### src/rtl/rr_bus_arbiter.sv
// Registered round-robin arbiter granting one shared resource to one of N requesters.
// The owner holds the grant until done, request drop, or MAX_HOLD cycles elapse.
module rr_bus_arbiter #(
  parameter int unsigned N        = 4,
  parameter int unsigned MAX_HOLD = 8,
  localparam int unsigned IdW     = (N > 2) ? $clog2(N) : 1,
  localparam int unsigned CntW    = (MAX_HOLD > 2) ? $clog2(MAX_HOLD) : 1
) (
  input  logic           clk_i,
  input  logic           rst_i,
  input  logic [N-1:0]   req_i,
  input  logic           done_i,
  output logic [N-1:0]   grant_o,
  output logic [IdW-1:0] grant_id_o,
  output logic           busy_o,
  output logic           timeout_o
);

  typedef enum logic [0:0] {StIdle, StGrant} state_e;

  state_e          state_q, state_d;
  logic [N-1:0]    grant_q, grant_d;
  logic [IdW-1:0]  grant_id_q, grant_id_d;
  logic            busy_q, busy_d;
  logic            timeout_q, timeout_d;
  logic [IdW-1:0]  last_q, last_d;
  logic [CntW-1:0] hold_cnt_q, hold_cnt_d;

  logic            win_found;
  logic [IdW-1:0]  win_id;
  logic [IdW-1:0]  cand;
  logic            hold_limit;
  logic            owner_req;

  // Search starts just after the previous owner so every requester gets a turn.
  always_comb begin
    win_found = 1'b0;
    win_id    = '0;
    cand      = '0;
    for (int unsigned k = 1; k <= N; k++) begin
      cand = IdW'((int'(last_q) + int'(k)) % int'(N));
      if (!win_found && req_i[cand]) begin
        win_found = 1'b1;
        win_id    = cand;
      end
    end
  end

  assign hold_limit = (hold_cnt_q == CntW'(MAX_HOLD - 1));
  assign owner_req  = req_i[grant_id_q];

  always_comb begin
    state_d    = state_q;
    grant_d    = grant_q;
    grant_id_d = grant_id_q;
    busy_d     = busy_q;
    timeout_d  = 1'b0;
    last_d     = last_q;
    hold_cnt_d = hold_cnt_q;

    unique case (state_q)
      StIdle: begin
        grant_d = '0;
        busy_d  = 1'b0;
        if (win_found) begin
          grant_d    = {{(N-1){1'b0}}, 1'b1} << win_id;
          grant_id_d = win_id;
          last_d     = win_id;
          busy_d     = 1'b1;
          hold_cnt_d = '0;
          state_d    = StGrant;
        end
      end
      StGrant: begin
        if (done_i || !owner_req || hold_limit) begin
          grant_d    = '0;
          busy_d     = 1'b0;
          hold_cnt_d = '0;
          state_d    = StIdle;
          // A voluntary release on the limit cycle is not a timeout.
          timeout_d  = !done_i && owner_req;
        end else begin
          hold_cnt_d = hold_cnt_q + CntW'(1);
        end
      end
      default: begin
        state_d = StIdle;
        grant_d = '0;
        busy_d  = 1'b0;
      end
    endcase
  end

  always_ff @(posedge clk_i) begin
    if (rst_i) begin
      state_q    <= StIdle;
      grant_q    <= '0;
      grant_id_q <= '0;
      busy_q     <= 1'b0;
      timeout_q  <= 1'b0;
      last_q     <= IdW'(N - 1);
      hold_cnt_q <= '0;
    end else begin
      state_q    <= state_d;
      grant_q    <= grant_d;
      grant_id_q <= grant_id_d;
      busy_q     <= busy_d;
      timeout_q  <= timeout_d;
      last_q     <= last_d;
      hold_cnt_q <= hold_cnt_d;
    end
  end

  assign grant_o    = grant_q;
  assign grant_id_o = grant_id_q;
  assign busy_o     = busy_q;
  assign timeout_o  = timeout_q;

  a_grant_onehot0: assert property (@(posedge clk_i) $onehot0(grant_q));
  a_busy_matches: assert property (@(posedge clk_i) busy_q == (|grant_q));
  a_timeout_idle: assert property (@(posedge clk_i) timeout_q |-> !busy_q);

endmodule

### config.mk
export PLATFORM = sky130hd
export DESIGN_NAME = rr_bus_arbiter
export DESIGN_NICKNAME = d
export VERILOG_FILES = /design/src/rtl/rr_bus_arbiter.sv
export SDC_FILE = /design/constraint.sdc
export NUM_CORES = 1
export LEC_CHECK = 0
export ABC_AREA = 1
export CORE_AREA = 2 2 40 57
export DETAILED_ROUTE_END_ITERATION = 8
export DIE_AREA = 0 0 42 59
export GPL_TIMING_DRIVEN = 1
export PLACE_DENSITY = 0.73
export SKIP_CTS_REPAIR_TIMING = 1
export SYNTH_ARGS = -nofsm -noshare
export SYNTH_HDL_FRONTEND = slang
export SYNTH_SLANG_ARGS = --single-unit
export TNS_END_PERCENT = 30
### constraint.sdc
create_clock -name clk_i -period 1.2 [get_ports clk_i]
set_input_delay 0.18 -clock clk_i [delete_from_list [all_inputs] [get_ports clk_i]]
set_output_delay 0.18 -clock clk_i [all_outputs]
set_load 0.03 [all_outputs]
==> reports/qor.yml <==
drt-total-wl_um: 2003
fp.dieW_um: 42
layout_common_cells: "26 x nand2_1, 17 x buf_4, 14 x nand2_2"
maxSlewViolCount: 0
fillers: 173
drive_gt1_frac: 0.4257
reg2regPathDepth: 10
area_delta_synth_final_pct: 42.58
yosysWarnings: 0
cts_buffers: 3
synth_nets: 129
postSynth.topFlopCell: "dfxtp_1"
final_nets: 158
clock_latency_ns: 0.28
synth_cell_types: 25
ir_drop_mv: 1.759
start_kind: "flip-flop"
grt_pass1_vias: 831
holdWs_ns: 0.4671
p_leak_nw: 0.6215
fin_crit_ns: 1.414
async_flop_share: 0
dieArea_um2: 2478
crit_type: "reg2reg"
critPathArrivalTime_ns: 1.63
io_buffers: 14
yosysTopAreaCell: "dfxtp_1"
r2r_start: "last_q[0]"
p_per_area_nw_per_um2: 2709
fin_crit_sh: 1.178
die_h_um: 59
top_usage_layer: "met2"
start_util: 0.4379
dp_hpwl_um: 1521
worst_pin_slew_ns: 0.3167
r2r-end: "grant_o[3]"
r2r_setup_slack_ns: -0.21
rsz0062_at_grt: "yes"
clkSinkCount: 14
cts_max_path_buffers: 2
vias: 867
status: "finished with violations"
layout_commonest_cell: "nand2_1"
finish.utilization: 0.6244
worst_slack_ns: -0.2136
ys_ff_latch: 14
path_clk_slew_ns: 0.08
routedWlPerCell_um: 11.85
antenna_left: 0
h-tree-depth: 1
netlist.area_leader.share: 0.3323
met1_usage: 0.1951
viasPerCell: 5.130
drv_cap: 0
worstPathMaxFanout: 8
grt_use_met2: 0.3170
critPathCapture: "grant_o[3]"
avgSynthCellArea_um2: 7.028
slew-limit-headroom: 0.7885
crit_start: "last_q[0]"
ys_seq_area_frac: 0.3323
drt_iter0_drc: 13
grt_pass1_wl_um: 3325
place_ws_ns: -0.5947
grt_use_total: 0.1699
critical_path_required_ns: 1.41
grt_max_degree: 9
io_pins: 15
cts_root_buffer: "clkbuf_4"
hold_path.class: "reg2reg"
violations: "setup timing"
hold_violations: 0
dr.pass1.iters: 4
synth_edf_count: 0
drc_errors: 0
cts_tree: "yes"
place_congestion: 0.8349
cp-end-kind: "flip-flop"
syn_inst: 120
met3_usage: 0.009146
power.total_w: 0.003257
fp-row-count: 19
n_antenna_cell: 0
fmax_ghz: 0.7074
antenna_found_initial: 0
overflow: 0
syn_area_um2: 843.3
core_um2: 1926
netlist_top_cells_area: "dfxtp_1 33%, nand2_1 14%, nand2_2 8.2%, a21oi_1 4.7%, inv_1 4.5%"
skew_ns: 0.006304
setup_viol: 13
## how the worst min path moves through the flow
stage | start | to | depth (start not counted)
6_report | hold_cnt_q[1] | hold_cnt_q[1] | 2
5_1_grt | hold_cnt_q[1] | hold_cnt_q[1] | 2
4_1_cts | grant_o[3] | grant_o[3] | 2
3_5_place_dp | grant_o[3] | grant_o[3] | 2
3_3_place_gp | hold_cnt_q[1] | hold_cnt_q[1] | 2
2_1_floorplan | rst_i | state_q | 1
## per-layer routing
metal,vias to the layer above,wire length (um),share of wire
met5,-,0,0
met4,0,51,0.025
met3,6,32,0.016
met2,11,1109,0.55
met1,408,810,0.40
li1,442,-,-
## synth_stat cells (all sizes together) (2+ instances only)
cell type  instances
nand2             46
o21ai              3
nand4              4
o21a               2
inv               13
o211ai             2
a21oi              8
nand3              8
nor2              11
dfxtp             14
ha                 2
## report_power, final
part / internal [W] / leakage (nW) / total (W) / switching, W
clock network: 0.000129 / 0.0150 / 0.000272 / 0.000143
registers: 0.000645 / 0.116 / 0.000807 / 0.000161
logic: 0.000870 / 0.490 / 0.00218 / 0.00131
total: 0.00164 / 0.621 / 0.00326 / 0.00161
## cells by family after synthesis
logic type / Yosys count / synth area share
and+or+nand+nor: 72 / 0.4377
DFF: 14 / 0.3323
adders and majority gates: 2 / 0.02967
buffers and inverters: 15 / 0.08161
AOI/OAI and AO/OA: 17 / 0.1187
## flip-flops by register name, summed over array words and instances, names as in the netlist
| signal | count |
|---|---|
| busy_o | 1 |
| grant_id_o | 2 |
| grant_o | 4 |
| hold_cnt_q | 3 |
| last_q | 2 |
| state_q | 1 |
| timeout_o | 1 |
## area by class of cell
type | count | area, um^2 | share of cell area
Sequential cell | 14 | 291.5 | 0.2425
Timing Repair Buffer | 26 | 232.7 | 0.1935
Inverter | 13 | 58.81 | 0.04891
Clock buffer | 4 | 26.28 | 0.02185
Tap cell | 21 | 26.28 | 0.02185
Multi-Input combinational cell | 91 | 566.8 | 0.4714
## metrics by stage
stage | setup TNS, ns | instance area, um^2 | cells
6_report | -1.920 | 1202 | 169
5_1_grt | -3.496 | 1202 | 169
4_1_cts | -3.774 | 1111 | 167
3_5_place_dp | -6.367 | 1085 | 163
3_3_place_gp | -5.960 | 1085 | 163
2_1_floorplan | -0.4386 | 870.8 | 120
## worst max-delay path, stage by stage, from the launching register on
cell and delay [ns]:
dfxtp_4 0.43, inv_8 0.06, nand2_4 0.06, nand2_4 0.07, nor2_4 0.16, nand2_1 0.08, nor2_2 0.10, nand2_2 0.08
nand2_2 0.09, nand3_2 0.08, a21oi_2 0.13
No activity file was read; power rests on OpenSTA's default activity.
